## src/rtl/mem_arbiter.sv

```systemverilog
// Memory port arbiter: DMA over 6502 core, with a burst limiter that yields one slot to a waiting core.
// Define MEM_ARB_STATS_EN to add the saturating cpu_stall_cnt output.
module mem_arbiter #(
    parameter int ADDR_W        = 16,
    parameter int DATA_W        = 8,
    parameter int DMA_MAX_BURST = 4
) (
    input  logic              ph1,
    input  logic              reset_b,
    input  logic              cpu_req,
    input  logic              cpu_we,
    input  logic [ADDR_W-1:0] cpu_addr,
    input  logic [DATA_W-1:0] cpu_wdata,
    output logic              cpu_rdy,
    output logic [DATA_W-1:0] cpu_rdata,
    input  logic              dma_req,
    input  logic              dma_we,
    input  logic [ADDR_W-1:0] dma_addr,
    input  logic [DATA_W-1:0] dma_wdata,
    output logic              dma_gnt,
    output logic [DATA_W-1:0] dma_rdata,
    output logic              dma_rvalid,
    output logic              mem_en,
    output logic              mem_we,
    output logic [ADDR_W-1:0] mem_addr,
    output logic [DATA_W-1:0] mem_wdata,
    input  logic [DATA_W-1:0] mem_rdata
`ifdef MEM_ARB_STATS_EN
    ,
    output logic [15:0]       cpu_stall_cnt
`endif
);

    // state   | meaning
    // S_CPU   | last beat was CPU or bus idle
    // S_DMA   | DMA burst in progress, burst_cnt counts beats the core waited through
    // S_YIELD | one cycle with DMA blocked so a waiting core gets a beat
    typedef enum logic [1:0] {S_CPU, S_DMA, S_YIELD} state_t;
    typedef enum logic [1:0] {TAG_NONE, TAG_CPU, TAG_DMA} tag_t;

    localparam logic [3:0] MAX_BURST = 4'(DMA_MAX_BURST);

    state_t     state, state_nxt;
    tag_t       tag, tag_nxt;
    logic [3:0] burst_cnt, burst_nxt;
    logic       force_cpu, grant_dma, grant_cpu;

    // Grants are gated by reset so the bus stays quiet while reset_b is low.
    always_comb begin
        force_cpu = (state == S_YIELD);
        grant_dma = reset_b & dma_req & ~force_cpu;
        grant_cpu = reset_b & cpu_req & ~grant_dma;
        cpu_rdy   = reset_b & ~(cpu_req & ~grant_cpu);
        dma_gnt   = grant_dma;
        mem_en    = grant_cpu | grant_dma;
    end

    always_comb begin
        mem_we    = 1'b0;
        mem_addr  = '0;
        mem_wdata = '0;
        if (grant_dma) begin
            mem_we    = dma_we;
            mem_addr  = dma_addr;
            mem_wdata = dma_wdata;
        end else if (grant_cpu) begin
            mem_we    = cpu_we;
            mem_addr  = cpu_addr;
            mem_wdata = cpu_wdata;
        end
    end

    always_comb begin
        state_nxt = state;
        burst_nxt = burst_cnt;
        case (state)
            S_CPU: begin
                if (grant_dma) begin
                    state_nxt = S_DMA;
                    burst_nxt = 4'd1;
                    if (cpu_req && (4'd1 >= MAX_BURST)) state_nxt = S_YIELD;
                end
            end
            S_DMA: begin
                if (!grant_dma) begin
                    state_nxt = S_CPU;
                    burst_nxt = 4'd0;
                end else if (cpu_req) begin
                    burst_nxt = burst_cnt + 4'd1;
                    if (burst_nxt >= MAX_BURST) state_nxt = S_YIELD;
                end else begin
                    // an idle core never accumulates toward a yield
                    burst_nxt = 4'd0;
                end
            end
            S_YIELD: begin
                state_nxt = S_CPU;
                burst_nxt = 4'd0;
            end
            default: begin
                state_nxt = S_CPU;
                burst_nxt = 4'd0;
            end
        endcase
    end

    always_comb begin
        tag_nxt = TAG_NONE;
        if (grant_dma && !dma_we)      tag_nxt = TAG_DMA;
        else if (grant_cpu && !cpu_we) tag_nxt = TAG_CPU;
    end

    always_ff @(posedge ph1 or negedge reset_b) begin
        if (!reset_b) begin
            state     <= S_CPU;
            burst_cnt <= 4'd0;
            tag       <= TAG_NONE;
        end else begin
            state     <= state_nxt;
            burst_cnt <= burst_nxt;
            tag       <= tag_nxt;
        end
    end

    assign dma_rvalid = (tag == TAG_DMA);
    assign cpu_rdata  = mem_rdata;
    assign dma_rdata  = mem_rdata;

`ifdef MEM_ARB_STATS_EN
    always_ff @(posedge ph1 or negedge reset_b) begin
        if (!reset_b) begin
            cpu_stall_cnt <= 16'd0;
        end else if (!cpu_rdy && (cpu_stall_cnt != 16'hFFFF)) begin
            cpu_stall_cnt <= cpu_stall_cnt + 16'd1;
        end
    end
`endif

endmodule

```

## config.mk

```make
export PLATFORM = sky130hd
export DESIGN_NAME = mem_arbiter
export DESIGN_NICKNAME = d
export VERILOG_FILES = /design/src/rtl/mem_arbiter.sv
export SDC_FILE = /design/constraint.sdc
export NUM_CORES = 1
export LEC_CHECK = 0
export CORE_MARGIN = 2
export CORE_UTILIZATION = 27
export CTS_CLUSTER_DIAMETER = 200
export CTS_CLUSTER_SIZE = 24
export DETAILED_ROUTE_END_ITERATION = 10
export PLACE_DENSITY = 0.85
export RECOVER_POWER = 25
export SYNTH_ARGS = -nofsm -noshare
export SYNTH_HDL_FRONTEND = slang
export SYNTH_SLANG_ARGS = --single-unit
```

## constraint.sdc

```tcl
create_clock -name ph1 -period 2.8 [get_ports ph1]
set_clock_uncertainty 0.1 [all_clocks]
set_input_delay 0.7 -clock ph1 [delete_from_list [all_inputs] [get_ports ph1]]
set_output_delay 0.7 -clock ph1 [all_outputs]
set_load 0.05 [all_outputs]
```

==> results.toml, run 1 <==
[placed_design]
port_buffers = 82
hpwl_mm = 2.88
gp_congestion = 0.716
post-place-ws_ns = -0.0245

[min_path]
hold_depth = 1
hold_start = "state[0]"
min_path_type = "flop to flop"

[power_and_ir_drop]
power_density_mw_per_mm2 = 296
comb_power_share_pct = 61.9
leakagePower_nw = 0.818
p_seq_share_pct = 22.3
ir_drop_mv = 0.163
p_int_mw = 0.361
total_power_mw = 0.571
p_switching_mw = 0.210
clkPwrFrac_pct = 15.8
p_sw_share_pct = 36.8

[global_routing]
grt_pass1_wl_mm = 4.94
overflow = 0
grt_start_max_net_pins = 20
first_global_vias = 1015
grt_usage_pct = 18.8
antenna_found_initial = 0

[critical_path]
end_kind = "output port"
crit_path_start_kind = "input port"
arrival_ns = 1.82
path_delay_family = "buffers and inverters"
slowest_delay_ns = 0.43
r2r-start = "burst_cnt[0]"
worstSetupPathDepth = 4
worstPathBufferInverterCount = 2
crit_type = "input port to output port"
critPathMaxFanout = 2
cp_cell_sequence = "clkdlybuf4s50_1 > and3_1 > mux2_1 > buf_4"
crit_path_top_delay_cell = "clkdlybuf4s50_1"
worstRegToRegCells = 3
crit_required_ns = 2.00
startpoint = "cpu_we"

[die]
coreArea_mm2 = 0.00298
die-height_um = 59.4
ios = 107
die_w_um = 59.4
row_count = 20
fp.dieArea_mm2 = 0.00353
start_util_pct = 27.9

[clock_tree]
worstSkewPairLatency_ns = 0.26
clock_path_buffers = 2
root_buffer = "clkbuf_4"
post_cts_buffers = 0
cts_tree = "built"
cts_buffers = 3
clock-sinks = 8
path_clk_slew_ns = 0.06
cts-htree-levels = 1

[sta]
hold_viol = 0
slew_violations = 0
setup_ws_ns = 0.177
setup_viol = 0
fmax_mhz = 381
worst_pin_slew_ns = 0.514
period_minus_slack_ns = 2.62
min_period_over_period_pct = 93.7
rsz0062_at_grt = "no"
slew_headroom_pct = 65.7

[synthesis]
syn_area_per_cell_um2 = 9.54
yosysTopAreaCell = "a22o_1"
yosysWarnings = 0
synth_cell_types = 28
synth_largest_type_area_fraction_pct = 25.3
synth_area_leaders = "a22o_1, dfrtp_1, buf_4"
synth.net_count = 150
synthCells = 87
yosysSeqAreaShare_pct = 24.1
syn_area_um2 = 830
synth-seq-cells = 8

[layout]
antennaDiodeCount = 0
syn2layout_area_growth_pct = 133
fin_nets = 225
drive_gt1_share_pct = 30.0

[route]
via_per_inst = 5.20
drt_drc_violations_left = 0
ant_nets = 0
routedWlPerCell_um = 18.9
drt_iter0_drc = 29
first_pass_iters = 4
via_count = 1003
drt_wl_total_mm = 3.65

[run_status]
status = "finished clean"

[job]
maxCapViolCount = 0
## synth_stat cells
library cell,n
nand2b_1,2
nor2b_1,4
a21oi_1,1
nand2b_4,1
a31oi_1,2
buf_4,18
a41oi_1,1
and3_4,1
nand3b_1,3
ha_1,1
and3_1,1
inv_1,1
a21boi_0,1
a22o_1,24
nand2_1,1
or3_1,1
a21bo_2,1
a211oi_1,2
xnor2_1,1
a21oi_2,1
mux2_1,1
buf_2,2
a32o_1,2
nand3_1,2
nand4_1,1
and4b_1,1
dfrtp_1,8
buf_6,2
## final timing paths
kind / slack (ns) / end
worst max register to register: 1.33 / state[0]
worst max-delay path: 0.18 / mem_we
min in group asynchronous: 0.64 / burst_cnt[0]
max in group asynchronous: 1.80 / burst_cnt[3]
worst min-delay path: 0.43 / burst_cnt[0]
worst min register to register: 0.43 / burst_cnt[0]
## metal layers
metal / GRT usage (%) / vias up / part of all wire [%]
met5: 0 / - / 0
met4: 6.82 / 0 / 1.8
met3: 5.68 / 9 / 11
met2: 34.7 / 61 / 53
met1: 19.8 / 462 / 34
li1: - / 471 / -
## cells in the final DEF (no fill, tap or decap), drive strengths merged, types with 3 or more instances in the layout
cell type	instances
clkdlybuf4s50	51
buf	37
a22o	24
dfrtp	8
nor2b	4
clkbuf	4
nand3b	3
nand2b	3
## sequential cells by signal (all words and copies together), names as in the netlist
register / flops
burst_cnt: 4
state: 2
tag: 2
## worst register-to-register path: cells and delay by family, from the launching register on
family	cells	cell delay [ns]
AND/OR/NAND/NOR	1	0.35
adder cells (fa/ha/maj)	1	0.26
AO/OA/AOI/OAI	1	0.23
flip-flops	1	0.44
## what timing repair did
item,in CTS,in global routing
cloned,0,1
hold buffers,0,0
pin swaps,1,0
resized for setup,2,6
endpoints found under the setup margin,13,25
## power groups by stage
| stage | clock (mW) | sequential (mW) | combinational [mW] |
|---|---|---|---|
| detailed placement | 0 | 0.129 | 0.349 |
| global placement | 0 | 0.128 | 0.344 |
| global route | 0.0956 | 0.128 | 0.366 |
| CTS | 0.0912 | 0.127 | 0.350 |
| floorplan | 0 | 0.127 | 0.205 |
| finish | 0.0905 | 0.127 | 0.354 |
## kinds of logic (layout without fill, tap and decap cells)
group | Yosys count | count (layout) | share of synthesized area [%]
adders and majority gates | 1 | 1 | 1.51
DFF | 8 | 8 | 24.1
buffers and inverters | 23 | 96 | 20.7
AOI/OAI and AO/OA | 35 | 35 | 35.9
muxes | 1 | 1 | 1.36
xor gates and xnor gates | 1 | 1 | 1.06
and+or+nand+nor | 18 | 18 | 15.4
## metrics by stage
| stage | std cells | hold slack (ns) | setup TNS (ns) | utilization, % | instance area (µm²) |
|---|---|---|---|---|---|
| after global routing | 193 | 0.467 | 0 | 64.8 | 1930 |
| final | 193 | 0.430 | 0 | 64.8 | 1930 |
| after global placement | 189 | 0.405 | -0.000253 | 63.0 | 1880 |
| after CTS | 192 | 0.428 | -0.00161 | 63.8 | 1900 |
| after detailed placement | 189 | 0.426 | -0.115 | 63.0 | 1880 |
| after floorplan | 87 | 0.304 | 0 | - | 833 |
## area by class of cell
| type | instances | area (µm²) |
|---|---|---|
| flip-flops and latches | 8 | 200 |
| clock buffers | 3 | 22.5 |
| inverters | 1 | 3.75 |
| fillers | 212 | 1050 |
| multi-input cells | 56 | 480 |
| repair buffers | 92 | 1180 |
| well taps | 33 | 41.3 |
No activity file was read; power rests on OpenSTA's default activity.
==> run 2: changes to the inputs <==
--- a/config.mk
+++ b/config.mk
@@ -12,6 +12,7 @@
 export DETAILED_ROUTE_END_ITERATION = 10
 export PLACE_DENSITY = 0.85
 export RECOVER_POWER = 25
+export REMOVE_ABC_BUFFERS = 1
 export SYNTH_ARGS = -nofsm -noshare
 export SYNTH_HDL_FRONTEND = slang
 export SYNTH_SLANG_ARGS = --single-unit
==> results.toml, run 2 (synthesized netlist as in run 1, its figures left out) <==
[layout]
nFillCells = 203
layout_common_cells = "clkdlybuf4s50_1, buf_12, a22o_4"
drive_gt1_share_pct = 38.7
syn2layout_area_growth_pct = 156
largest_reg_flops = 4
mostFrequentLayoutCell = "clkdlybuf4s50_1"
top_register = "burst_cnt"
fin_nets = 228
seq_area_um2 = 200
largestRegisters = "burst_cnt (4), state (2), tag (2)"
multiInputGateArea_um2 = 612
antennaDiodeCount = 0

[clock_tree]
root_buffer = "clkbuf_4"
cts-htree-levels = 1
cts_buffers = 3
path_clk_slew_ns = 0.05
clock-sinks = 8
worstSkewPairLatency_ns = 0.26
clock_path_buffers = 2
cts_tree = "built"
cts_hold_buffers = 0

[critical_path]
crit_required_ns = 2.00
critPathMaxFanout = 6
r2r-start = "burst_cnt[0]"
regToRegEndpoint = "state[0]"
end_kind = "output port"
cp_cell_sequence = "dlygate4sd2_1 > nand2_2 > a21oi_4 > buf_6 > bufbuf_16 > a22o_4 > buf_12"
crit_path_top_delay_cell = "dlygate4sd2_1"
worstRegToRegCells = 3
slowest_delay_ns = 0.28
path_delay_family = "buffers and inverters"
crit_path_start_kind = "input port"
crit_type = "input port to output port"
rrSetupSlack_ns = 1.34
worstPathBufferInverterCount = 4
arrival_ns = 1.90

[placed_design]
port_buffers = 82
hpwl_mm = 2.99
gp_congestion = 0.831

[sta]
hold_viol = 0
period_minus_slack_ns = 2.70
slew_headroom_pct = 67.5
min_period_over_period_pct = 96.5
hold_slack_ns = 0.434
setup_viol = 0
rsz0062_at_grt = "no"
fin_tns_setup_ns = 0
worst_pin_slew_ns = 0.487
fmax_mhz = 370
slew_violations = 0

[die]
die_w_um = 59.4
row_count = 20
start_util_pct = 27.9
coreArea_mm2 = 0.00298
fp.dieArea_mm2 = 0.00353
ios = 107
die-height_um = 59.4

[global_routing]
grtUsageMet3_pct = 8.08
grt_usage_pct = 24.4
grt_busiest_layer = "met2"
grt_pass1_wl_mm = 6.20
antenna_found_initial = 0
overflow = 0
grt_start_max_net_pins = 23
first_global_vias = 1151
grt_use_met1_pct = 23.1
use_met2_pct = 50.2

[route]
drt_drc_violations_left = 0
drt_iter0_drc = 43
first_pass_iters = 4
via_count = 1042
via_per_inst = 5.32
ant_nets = 0
drt_wl_total_mm = 4.17
routedWlPerCell_um = 21.3

[min_path]
min_to = "burst_cnt[2]"
hold_depth = 1
min_path_type = "flop to flop"
hold_start = "burst_cnt[2]"

[power_and_ir_drop]
ir_drop_mv = 0.127
leakagePower_nw = 0.924
power_density_mw_per_mm2 = 286

[job]
maxCapViolCount = 0

[run_status]
status = "finished clean"
[run 2: layer usage]
layer / vias up / part of all wire, %
met5: - / 0
met4: 0 / 0.50
met3: 4 / 9.9
met2: 74 / 56
met1: 483 / 33
li1: 481 / -
[run 2: how the worst max path moves through the flow]
stage	start	endpoint	slack (ns)	depth (start not counted)
after floorplan	dma_req	cpu_rdy	-0.16	2
after global placement	reset_b	mem_wdata[1]	-0.03	6
after detailed placement	reset_b	mem_wdata[0]	-0.07	6
after CTS	reset_b	mem_addr[10]	0.09	7
after global routing	dma_req	mem_wdata[6]	0.05	5
final	reset_b	mem_addr[11]	0.1	7
[run 2: timing repair]
action | in CTS | in global routing
resized for setup | 23 | 0
setup buffers | 1 | 0
setup endpoints to repair | 25 | 0
[run 2: layout make-up]
cell class / instances / share of cell area [%]
clock buffer: 3 / 1.06
inverter: 1 / 0.177
multi-input combinational: 56 / 28.8
sequential: 8 / 9.44
tap: 33 / 1.95
timing repair buffer: 95 / 58.5
[run 2: worst reg2reg max path: cells and delay by family (launching register included)]
family	cells	cell delay, ns
adders and majority gates	1	0.27
AOI/OAI and AO/OA	1	0.22
and+or+nand+nor	1	0.35
DFF	1	0.45
[run 2: report_power, final]
group          internal, mW  leakage [nW]  switching (mW)
registers             0.121         0.107         0.00734
logic                 0.213         0.803           0.173
clock network        0.0493        0.0138          0.0425
[run 2: stage by stage]
| stage | instances | utilization (%) | cell area [µm²] | power, mW | setup slack [ns] |
|---|---|---|---|---|---|
| 3_5_place_dp | 190 | 63.1 | 1880 | 0.478 | -0.0745 |
| 5_1_grt | 196 | 71.2 | 2120 | 0.629 | 0.0485 |
| 4_1_cts | 196 | 71.6 | 2130 | 0.610 | 0.0899 |
| 6_report | 196 | 71.2 | 2120 | 0.606 | 0.0983 |
| 3_3_place_gp | 190 | 63.1 | 1880 | 0.470 | -0.0292 |
| 2_1_floorplan | 65 | - | 662 | 0.262 | -0.161 |
==> run 3: changes to the inputs <==
--- a/config.mk
+++ b/config.mk
@@ -7,7 +7,7 @@
 export LEC_CHECK = 0
 export CORE_MARGIN = 2
 export CORE_UTILIZATION = 27
-export CTS_CLUSTER_DIAMETER = 200
+export CTS_CLUSTER_DIAMETER = 100
 export CTS_CLUSTER_SIZE = 24
 export DETAILED_ROUTE_END_ITERATION = 10
 export PLACE_DENSITY = 0.85
==> results of run 3 <==
The final DEF is identical to that of run 2; final timing and power are the same.
==> patch: new RTL, settings of run 3 <==
Change the parameter `ADDR_W` from 16 to 15.
--- a/src/rtl/mem_arbiter.sv
+++ b/src/rtl/mem_arbiter.sv
@@ -3,3 +3,3 @@
 module mem_arbiter #(
-    parameter int ADDR_W        = 16,
+    parameter int ADDR_W        = 15,
     parameter int DATA_W        = 8,
Ports: changed (resized cpu_addr, dma_addr and mem_addr); port bits go from 107 to 104. No check against the original RTL was run, so the function may have changed too.
==> patch against run 3 <==
  * Setup slack improved by 8.8 ps
  * Sequential share of layout area rose by 0.72 points
  * Cell area is 7.1% lower
  * Clock power shrank 0.8%
  * Critical path depth shrank 2
  * Wire length fell by 3.0%
  * Final cell count down 4.1%
  * Sequential cell count unchanged
  * Synthesized area decreased by 0.91%
  * Hold slack worse by 3.0 ps
  * Synthesized cell count fell by 1.1%
  * Power down 4.2%
  * Critical path type unchanged
  * Critical endpoint is now mem_we
==> patch: results (changes against run 3) <==
#MultiIn Comb=55 (-1.8%); Signal buf overhead=58.60% (+0.078 points); layout cells sized above 1=34.19% (-4.5 points); hold slack final=430.9 ps (-3.031 ps); Non-clock buffers=88 (-7.4%); P_leak=0.8435 nW (-8.7%); Routed WL=4042 um (-3.0%); PortBufs=79 (-3.7%); Hold EP=burst_cnt[0]; Initial DRC Count=92 (+110%); Longest Clk Path Bufs=2 (unchanged); Slowest-stage cell, CP=mux2_1; fill count=204 (+0.49%); die width=59.18 um (-0.43%); Routability Congestion=0.8856 (+6.6%); Hold Crit Class=reg -> reg; crit-path max FO=8 (+2); vias in the first global route=1134 (-1.5%); leading registers by flop count=burst_cnt (4), state (2), tag (2); clk_lat worst skew=260 ps (about the same); Crit path max-delay family=buffers and inverters; post-place setup slack=-68.12 ps (+6.424 ps); Worst Setup EP=mem_we; syn_area_per_cell=9.559 um2 (+0.25%); post-CTS sizing=15 (-35%); r2r endpoint=state[0]; largest stage delay on the critical path=300 ps (+20 ps); hold path startpoint=state[0]; status=complete, no violations; Area contributors post-synth=a22o_1 (25%), dfrtp_1 (24%), buf_4 (15%); Post-synth top cells=a22o_1 (23), buf_4 (16), dfrtp_1 (8); multi-input logic area=548.0 um2 (-10%); Worst-Margin Slew=494.4 ps (+7.763 ps); final critical-path required period=2693 ps (-8.818 ps); post-DR wirelength/cell=21.50 um (+1.1%); CP startpoint=reset_b; cell count after placement=183 (-3.7%); Placed Area=0.001821 mm2 (-3.1%); register area share after synthesis=24.35% (+0.22 points); DP Wirelength=3182 um (+6.5%); gr usage total=24.86% (+0.41 points); routed vias/inst=5.309 (-0.15%); # nets final=218 (-4.4%); largest net degree at the start of global routing=18 (-22%); area delta synth->final=139.7%; Post-CTS Setup Repair Bufs=1 (unchanged); antenna fix cells=0 (unchanged); clk tree area frac=1.143% (+0.081 points); worst vdd ir=0.0001335 V (+5.3%); Synth Flop Type=dfrtp_1
## patch: changes by cell type after synthesis
| cell | run 3 | this run |
|---|---|---|
| a21boi_0 | 1 | 0 |
| a21boi_1 | 0 | 1 |
| a22o_1 | 24 | 23 |
| buf_2 | 2 | 3 |
| buf_4 | 18 | 16 |
| buf_6 | 2 | 3 |
## patch: routing by layer
metal  vias to the layer above  share of wire, %  global-route usage [%]  routed length (um)
met5                         -                 0                       0                   0
met4                         0               2.4                   8.117                  99
met3                        14                14                   14.63                 582
met2                        71                53                   46.19                2131
met1                       457                30                   22.18                1229
li1                        456                 -                       -                   -
## patch: cells by family after synthesis
kind of cell | synth area share [%]
AO/OA/AOI/OAI | 35.16
buffers and inverters | 21.00
AND/OR/NAND/NOR | 15.52
flip-flops | 24.35
XOR/XNOR | 1.066
multiplexers | 1.370
adder cells (fa/ha/maj) | 1.522
## patch: where the power goes
group          internal (mW)  switching, mW
clock network         0.0492         0.0419
logic                  0.196          0.166
registers              0.121        0.00651
total                  0.366          0.215
